<file path="src/rtl/program_sequencer.sv">
// Fetch/issue sequencer: walks pc through the instruction ROM and holds each
// fetched word valid for the decoder for EXEC_CYCLES cycles.
module program_sequencer #(
  parameter int unsigned PC_W        = 4,
  parameter int unsigned INSTR_W     = 11,
  parameter int unsigned EXEC_CYCLES = 2
) (
  input  logic               clk,
  input  logic               reset_n,
  input  logic               start,
  input  logic               step,
  input  logic               halt_req,
  input  logic [PC_W-1:0]    start_addr,
  input  logic [PC_W-1:0]    end_addr,
  input  logic [INSTR_W-1:0] rom_data,
  output logic               rom_en,
  output logic [PC_W-1:0]    rom_addr,
  output logic [INSTR_W-1:0] instruction,
  output logic               instr_valid,
  output logic [PC_W-1:0]    pc,
  output logic [1:0]         state,
  output logic               busy,
  output logic               done
);

  localparam int unsigned CNT_W = (EXEC_CYCLES > 1) ? $clog2(EXEC_CYCLES) : 1;
  localparam logic [CNT_W-1:0] CNT_LAST = CNT_W'(EXEC_CYCLES - 1);

  typedef enum logic [1:0] {
    IDLE  = 2'b00,
    FETCH = 2'b01,
    LOAD  = 2'b10,
    EXEC  = 2'b11
  } state_t;

  state_t             state_q, state_d;
  logic [PC_W-1:0]    pc_d;
  logic [PC_W-1:0]    end_q, end_d;
  logic [CNT_W-1:0]   cnt_q, cnt_d;
  logic               step_q, step_d;
  logic               halt_q, halt_d;
  logic [INSTR_W-1:0] instr_d;
  logic               done_d;

  assign state    = state_q;
  assign rom_addr = pc;

  // Next-state, datapath and strobe decode
  always_comb begin
    state_d = state_q;
    pc_d    = pc;
    end_d   = end_q;
    cnt_d   = cnt_q;
    step_d  = step_q;
    halt_d  = halt_q;
    instr_d = instruction;
    done_d  = 1'b0;

    // A halt request raised at any point of an instruction stops after it
    if (state_q != IDLE) begin
      halt_d = halt_q | halt_req;
    end

    case (state_q)
      IDLE: begin
        if (start) begin
          pc_d    = start_addr;
          end_d   = end_addr;
          step_d  = 1'b0;
          state_d = FETCH;
        end else if (step) begin
          step_d  = 1'b1;
          state_d = FETCH;
        end
      end
      FETCH: state_d = LOAD;
      LOAD: begin
        instr_d = rom_data;
        cnt_d   = '0;
        state_d = EXEC;
      end
      EXEC: begin
        if (cnt_q == CNT_LAST) begin
          pc_d = pc + PC_W'(1);
          if (pc == end_q && !step_q) begin
            done_d  = 1'b1;
            step_d  = 1'b0;
            halt_d  = 1'b0;
            state_d = IDLE;
          end else if (step_q || halt_q || halt_req) begin
            step_d  = 1'b0;
            halt_d  = 1'b0;
            state_d = IDLE;
          end else begin
            state_d = FETCH;
          end
        end else begin
          cnt_d = cnt_q + CNT_W'(1);
        end
      end
      default: state_d = IDLE;
    endcase
  end

  // State and registered outputs; strobes are decoded from the next state
  always_ff @(posedge clk or negedge reset_n) begin
    if (!reset_n) begin
      state_q     <= IDLE;
      pc          <= '0;
      end_q       <= '0;
      cnt_q       <= '0;
      step_q      <= 1'b0;
      halt_q      <= 1'b0;
      instruction <= '0;
      rom_en      <= 1'b0;
      instr_valid <= 1'b0;
      busy        <= 1'b0;
      done        <= 1'b0;
    end else begin
      state_q     <= state_d;
      pc          <= pc_d;
      end_q       <= end_d;
      cnt_q       <= cnt_d;
      step_q      <= step_d;
      halt_q      <= halt_d;
      instruction <= instr_d;
      rom_en      <= (state_d == FETCH);
      instr_valid <= (state_d == EXEC);
      busy        <= (state_d != IDLE);
      done        <= done_d;
    end
  end

endmodule

</file>
<file path="config.mk">
export PLATFORM = sky130hd
export DESIGN_NAME = program_sequencer
export DESIGN_NICKNAME = d
export VERILOG_FILES = /design/src/rtl/program_sequencer.sv
export SDC_FILE = /design/constraint.sdc
export NUM_CORES = 1
export LEC_CHECK = 0
export ABC_AREA = 1
export ABC_CLOCK_PERIOD_IN_PS = 1500
export CAP_MARGIN = 20
export CORE_MARGIN = 4
export CORE_UTILIZATION = 45
export CTS_BUF_LIST = sky130_fd_sc_hd__clkbuf_8
export DETAILED_ROUTE_END_ITERATION = 12
export PLACE_DENSITY_LB_ADDON = 0.25
export SLEW_MARGIN = 10
export SYNTH_ARGS = -nofsm -noshare
export SYNTH_HDL_FRONTEND = slang
export SYNTH_SLANG_ARGS = --single-unit
</file>
<file path="constraint.sdc">
create_clock -name clk -period 1.5 [get_ports clk]
set_clock_uncertainty 0.05 [all_clocks]
set_input_delay 0.3 -clock clk [delete_from_list [all_inputs] [get_ports clk]]
set_output_delay 0.3 -clock clk [all_outputs]
set_load 0.1 [all_outputs]
</file>
Word level (Yosys, flattened, before mapping)
Index checks and enable logic that the tools add are counted.
{"block": "op_classes", "n_addsub": 2, "n_eq_ne": 10, "mux": 25, "n_bitwise": 1, "reduce_logical": 12}
{"operator": "$mux 1", "n": 16}
{"operator": "$mux 4", "n": 2}
{"operator": "$pmux 2 s4", "n": 1}
{"operator": "$pmux 4 s2", "n": 1}
{"operator": "$reduce_bool 2->1", "n": 4}
{"operator": "$eq 2x2->1 const B", "n": 3}
{"operator": "$mux 2", "n": 3}
{"operator": "$ne 3x3->1 const B", "n": 2}
{"operator": "$add 4x1->4 const B", "n": 1}
{"operator": "$eq 2x1->1 const B", "n": 2}
{"operator": "$eq 4x4->1", "n": 1}
{"operator": "$ne 2x2->1 const B", "n": 2}
{"operator": "$pmux 1 s2", "n": 2}
{"operator": "$reduce_and 4->1", "n": 1}
{"operator": "$reduce_and 3->1", "n": 1}
{"operator": "$logic_not 2->1", "n": 1}
{"operator": "$logic_or 1x1->1", "n": 2}
{"operator": "$reduce_and 2->1", "n": 1}
{"operator": "$add 1x1->1 const B", "n": 1}
{"operator": "$logic_and 1x1->1", "n": 1}
{"operator": "$logic_not 1->1", "n": 1}
{"operator": "$or 1x1->1", "n": 1}
{"block": "word_totals", "register_bits": 28, "output_inout_bits": 25, "word_cells": 61}

Longest topological paths before layout
Gate-level depths: netlist of the first run.
{"block": "depth", "word_depth": 7, "depth_mapped": 9, "depth_no_buf": 9}

Worst setup path after synthesis of the first run
OpenSTA, ideal clock, no wires.
{"block": "synth_path", "path_type": "register to register", "start": "register state_q[1], in the netlist state[1]", "end": "register end_q[2]", "arrival_time_ns": 1.743, "slack_ns": -0.417, "path_stages_with_launch": 5, "path_cell_list": "dfrtp_1 -> or2_1 -> inv_2 -> nand2_4 -> mux2_2"}
{"block": "synth_between", "elab_chain_len": 2}
{"item": "from (decl)", "line": "36", "text": "state_t state_q, state_d;"}
{"item": "from (signal assigned)", "line": "120", "text": "state_q <= state_d;"}
{"item": "$logic_not 2->1", "line": "64", "text": "case (state_q)"}
{"item": "$reduce_and 2->1 (no source line)"}
{"item": "to (signal assigned)", "line": "122", "text": "end_q <= end_d;"}
{"item": "to (decl)", "line": "38", "text": "logic [PC_W-1:0] end_q, end_d;"}
Every way passes these cells.
A chain may end at the register's enable or synchronous reset.

Worst setup path after layout of the first run
{"block": "layout_path", "start": "register state_q[0], in the netlist state[0]", "end": "output port state[0]"}
{"item": "to (decl)", "line": "21", "text": "output logic [1:0] state,"}
No word-level cell between the ends.

==> flow_summary_export.csv, run 1 <==
group,metric,value,unit
setup_path,worstPathCellList,"buf_6, buf_12",
floorplanning,fp-row-count,19,
outcome,status,"completed",
cts,clk_pin_slew_worst_paths,0.09,ns
floorplanning,die_w,61.39,um
layout,nFillCells,179,
synth,syn_avg_cell_area,8.784,um^2
floorplanning,die_area,3768,um^2
layout,antenna_cells,0,
grt,use_met1,19.25,%
min_path,hp-class,"in -> async",
synth,async_flop_share,100.0,%
layout,final_nets,222,
grt,use_met3,5.870,%
setup_path,r2r_slack,0.08,ns
routing,route.vias.total,1101,
setup_path,critPathTopFamily,"flip-flops",
sta,setup_violations,0,
grt,first_global_vias,1087,
routing,dr.pass1.iters,4,
cts,numClockSinks,28,
run,drv_cap,0,
layout,syn_to_final_growth,67.32,%
floorplanning,io_pins,49,
cts,cts-root-buf,"clkbuf_8",
setup_path,cp-endpoint,"state[0]",
floorplanning,die_y,61.39,um
grt,grt_usage,18.01,%
placed_design,gp_congestion,0.8050,
routing,vias_per_cell,4.850,
grt,grt.busiest_layer,"met2",
grt,antenna_found_initial,0,
cts,cts_tree,"done",
synth,ys_ff_latch,28,
routing,routedWlPerCell,13.04,um
synth,synth_common_cells,"54 x nand2_1, 28 x dfrtp_1, 11 x inv_1",
cts,cts_buffers,3,
sta,hold_viol,0,
setup_path,cp.depth,2,
routing,ant_nets,0,
setup_path,r2r-start,"state[0]",
layout,drive_gt1_share,28.06,%
synth,yosysTopAreaCell,"dfrtp_1",
synth,netlist_area,1282,um^2
placed_design,io_buffers,48,
sta,relSlewSlack,76.21,%
cts,htreeDepth,1,
routing,drc_errors,0,
setup_path,worstSetupPathType,"reg -> out",
sta,worst_pin_slew,0.3569,ns
synth,synth_top_cell_area_share,54.63,%
setup_path,reg2regPathDepth,8,
synth,yosys-top-cells-area,"dfrtp_1 55%, nand2_1 16%, inv_1 3.2%",
grt,grt_pass1_wl,4.836,mm
placed_design,hpwl,2.201,mm
sta,timing.fmax,0.6919,GHz
synth,synth_edf_count,0,
setup_path,crit_buf_inv,2,
setup_path,cp-end-kind,"output port",
routing,wl,2.960,mm
setup_path,slowest_stage,"dfrtp_4",
synth,synth_nets,171,
setup_path,required,1.15,ns
layout,final_util,78.49,%
grt,grt_max_degree,29,
floorplanning,initial_core_util,46.91,%
setup_path,arrival,1.10,ns
setup_path,reg2reg_to,"pc[3]",
synth,yosysMostFrequentCell,"nand2_1",
sta,finalCriticalPeriod,1.445,ns
cts,clkLatencyLatePin,0.27,ns
setup_path,max_stage_delay,0.51,ns
grt,grt-ovfl-total,0,
sta,finalCritPeriodShare,96.36,%
synth,ys_seq_area_share,54.63,%
grt,use_met2,32.02,%
synth,netlist-cell-type-count,27,
synth,synth_ff_type,"dfrtp_1",
floorplanning,coreArea,2734,um^2
synth,yosysWarnings,0,
routing,drt-initial-drc-count,31,
setup_path,cp-start-kind,"register",
setup_path,worst-path-max-fanout,7,
cts,cts_buffer_depth,2,
setup_path,cp-startpoint,"state[0]",
synth,synth_cells,146,
sta,slew_violations,0,
-- what timing repair did --
action / 4_1_cts / 5_1_grt
setup endpoints to repair: 0 / 5
gates resized for setup: 0 / 8
setup buffers: 0 / 1
hold buffers: 0 / 0
-- flip-flops by register name, summed over array words and instances (netlist names) --
signal       flops
busy             1
cnt_q            1
done             1
end_q            4
halt_q           1
instr_valid      1
instruction     11
pc               4
rom_en           1
state            2
step_q           1
-- metrics by stage --
step	worst slack [ns]	instances	cell area (um^2)	hold slack [ns]	TNS, ns
2_1_floorplan	-0.1362	146	1305	-0.04559	-0.5610
3_3_place_gp	0.05210	222	2054	0.4118	0
3_5_place_dp	0.02626	222	2054	0.4309	0
4_1_cts	0.02411	226	2110	0.3615	0
5_1_grt	-0.00002687	227	2146	0.3951	-0.00002687
6_report	0.05460	227	2146	0.3519	0
-- final cells by class --
| cell class | instances | area (um^2) | area share (%) |
|---|---|---|---|
| Multi-Input combinational cell | 97 | 504.2 | 23.50 |
| Sequential cell | 28 | 718.2 | 33.47 |
| Clock buffer | 4 | 55.05 | 2.566 |
| Tap cell | 31 | 38.79 | 1.808 |
| Timing Repair Buffer | 53 | 772.0 | 35.98 |
| Inverter | 14 | 57.56 | 2.682 |
-- routing by layer --
layer	wire, um	vias up	share of wire, %
met1	1098	507	37
met2	1506	40	51
met3	271	8	9.2
li1	-	546	-
met4	83	0	2.8
met5	0	-	0
-- cell usage in the layout, fill, tap and decap left out --
cell type / netlist / routed
nand2_1: 54 / 52
buf_12: 0 / 25
clkdlybuf4s50_1: 0 / 23
dfrtp_1: 28 / 22
inv_1: 11 / 10
nor2_1: 10 / 10
a21oi_1: 6 / 6
nand3_1: 4 / 4
o21ai_1: 1 / 4
clkbuf_8: 0 / 4
dfrtp_4: 0 / 4
buf_4: 4 / 4
inv_2: 3 / 2
nand2_2: 0 / 2
inv_4: 0 / 2
xor2_1: 2 / 2
nand2_8: 0 / 2
o21ai_0: 5 / 2
dfrtp_2: 0 / 2
xnor2_1: 1 / 1
nor3_1: 1 / 1
or2_4: 0 / 1
o21ai_2: 1 / 1
nand2_4: 3 / 1
a22o_1: 1 / 1
o31ai_2: 1 / 1
a31oi_1: 1 / 1
nor2_2: 1 / 1
mux2_4: 1 / 1
or2_0: 1 / 1
mux2_2: 1 / 1
ha_1: 1 / 1
buf_6: 1 / 1
-- worst min path at each step --
stage	endpoint	slack, ns	start	depth (start not counted)
2_1_floorplan	busy	-0.05	reset_n	0
3_3_place_gp	instr_valid	0.41	cnt_q	1
3_5_place_dp	instr_valid	0.43	cnt_q	1
4_1_cts	pc[3]	0.36	reset_n	2
5_1_grt	instr_valid	0.40	reset_n	2
6_report	busy	0.35	reset_n	2
-- kinds of logic after synthesis --
| family | count (synthesis) | synth area share, % |
|---|---|---|
| buf+inv | 21 | 7.999 |
| xor+xnor | 3 | 2.049 |
| fa+ha+maj | 1 | 0.9755 |
| simple gates | 75 | 24.78 |
| flops | 28 | 54.63 |
| mux | 2 | 2.048 |
| compound gates | 16 | 7.512 |
Power of run 1 is not shown: default switching activity piles up to over one toggle a cycle in this logic, so the estimate is an artifact.
==> run 2: changes to the inputs <==
--- a/config.mk
+++ b/config.mk
@@ -12,6 +12,7 @@
 export CORE_UTILIZATION = 45
 export CTS_BUF_LIST = sky130_fd_sc_hd__clkbuf_8
 export DETAILED_ROUTE_END_ITERATION = 12
+export MAX_ROUTING_LAYER = met4
 export PLACE_DENSITY_LB_ADDON = 0.25
 export SLEW_MARGIN = 10
 export SYNTH_ARGS = -nofsm -noshare
==> flow_summary_export.csv, run 2 (synthesis gave the netlist of run 1 again) <==
group,metric,value,unit
grt,grt_usage,18.54,%
layout,reg_top3,"instruction: 11 flops, end_q: 4 flops, pc: 4 flops",
grt,grt_max_degree,29,
floorplanning,fp-row-count,19,
sta,setup_violations,0,
routing,drt-initial-drc-count,33,
layout,design_area,2146,um^2
floorplanning,coreArea,2734,um^2
grt,grt-ovfl-total,0,
setup_path,worstSetupPathType,"reg -> out",
sta,finalCriticalPeriod,1.443,ns
sta,finalCritPeriodShare,96.18,%
floorplanning,die_w,61.39,um
floorplanning,die_area,3768,um^2
sta,worst_pin_slew,0.3510,ns
routing,vias_per_cell,4.846,
layout,final_util,78.49,%
routing,route.vias.total,1100,
sta,hold_viol,0,
grt,first_global_vias,1087,
placed_design,hpwl,2.201,mm
cts,ctsHoldBuffers,0,
cts,htreeDepth,1,
sta,setup_ws,0.05726,ns
layout,final_cell_count_no_fill,227,
layout,largest_register,"instruction",
setup_path,required,1.15,ns
placed_design,placed_cells,222,
routing,ant_nets,0,
setup_path,cp-start-kind,"register",
layout,final_nets,222,
placed_design,io_buffers,48,
sta,timing.fmax,0.6931,GHz
layout,final_cell_mix,"52 x nand2_1, 25 x buf_12, 23 x clkdlybuf4s50_1",
cts,clk_pin_slew_worst_paths,0.09,ns
placed_design,placed_cell_area,2054,um^2
setup_path,r2r-start,"state[0]",
layout,antenna_cells,0,
sta,relSlewSlack,76.60,%
sta,slew_violations,0,
layout,drive_gt1_share,28.06,%
run,drv_cap,0,
grt,grt_pass1_wl,4.843,mm
routing,drc_errors,0,
outcome,status,"completed",
placed_design,place_ws,0.02626,ns
layout,final_common_cell,"nand2_1",
layout,largest_reg_flops,11,
floorplanning,die_y,61.39,um
setup_path,worst-path-max-fanout,7,
routing,routedWlPerCell,13.10,um
grt,antenna_found_initial,0,
setup_path,reg2reg_to,"pc[3]",
floorplanning,io_pins,49,
setup_path,arrival,1.09,ns
routing,dr.pass1.iters,4,
placed_design,gp_congestion,0.8166,
cts,cts_buffer_depth,2,
cts,cts-root-buf,"clkbuf_8",
cts,cts_buffers,3,
setup_path,cp-end-kind,"output port",
layout,syn_to_final_growth,67.32,%
cts,clkLatencyLatePin,0.28,ns
setup_path,r2r_slack,0.07,ns
min_path,hp-class,"in -> async",
routing,wl,2.973,mm
floorplanning,initial_core_util,46.91,%
cts,numClockSinks,28,
setup_path,reg2regPathDepth,8,
cts,cts_tree,"done",
[run 2: cell counts in the layout (fill, tap and decap cells not counted)]
No cell type changed its count.
[run 2: worst max-delay path by stage]
stage                  start  slack, ns  depth (start not counted)       end
floorplan           state[0]      -0.14                          5  end_q[3]
global route        state[0]   -0.00003                          8     pc[3]
CTS                 state[0]       0.02                          2  state[0]
detailed placement     start       0.03                          7     pc[3]
global placement       start       0.05                          3  end_q[2]
finish              state[0]       0.06                          2  state[0]
[run 2: repair_timing]
| item | CTS | global route |
|---|---|---|
| setup endpoints to repair | 0 | 5 |
| resized for setup | 0 | 8 |
| setup buffers | 0 | 1 |
[run 2: final cells by class]
type / instances / area, um^2
timing repair buffer: 53 / 772.0
multi-input combinational: 97 / 504.2
sequential: 28 / 718.2
tap: 31 / 38.79
clock buffer: 4 / 55.05
inverter: 14 / 57.56
fill: 179 / 588.1
[run 2: per-stage QoR]
| step | hold slack (ns) | setup TNS, ns |
|---|---|---|
| 2_1_floorplan | -0.04559 | -0.5610 |
| 3_3_place_gp | 0.4118 | 0 |
| 3_5_place_dp | 0.4309 | 0 |
| 4_1_cts | 0.3615 | 0 |
| 5_1_grt | 0.3919 | -0.00002665 |
| 6_report | 0.3455 | 0 |
[run 2: per-layer routing]
| metal | routed length, um | track usage [%] | part of all wire [%] | vias up |
|---|---|---|---|---|
| li1 | - | - | - | 546 |
| met1 | 1148 | 19.39 | 39 | 503 |
| met2 | 1496 | 32.33 | 50 | 40 |
| met3 | 253 | 5.031 | 8.5 | 11 |
| met4 | 75 | 8.485 | 2.5 | 0 |
| met5 | 0 | - | 0 | - |
[run 2: worst max-delay path, stage by stage, from the launching register on]
cell	delay, ns
dfrtp_4	0.51
buf_6	0.15
buf_12	0.16
Power of run 2 is left out for the same reason.
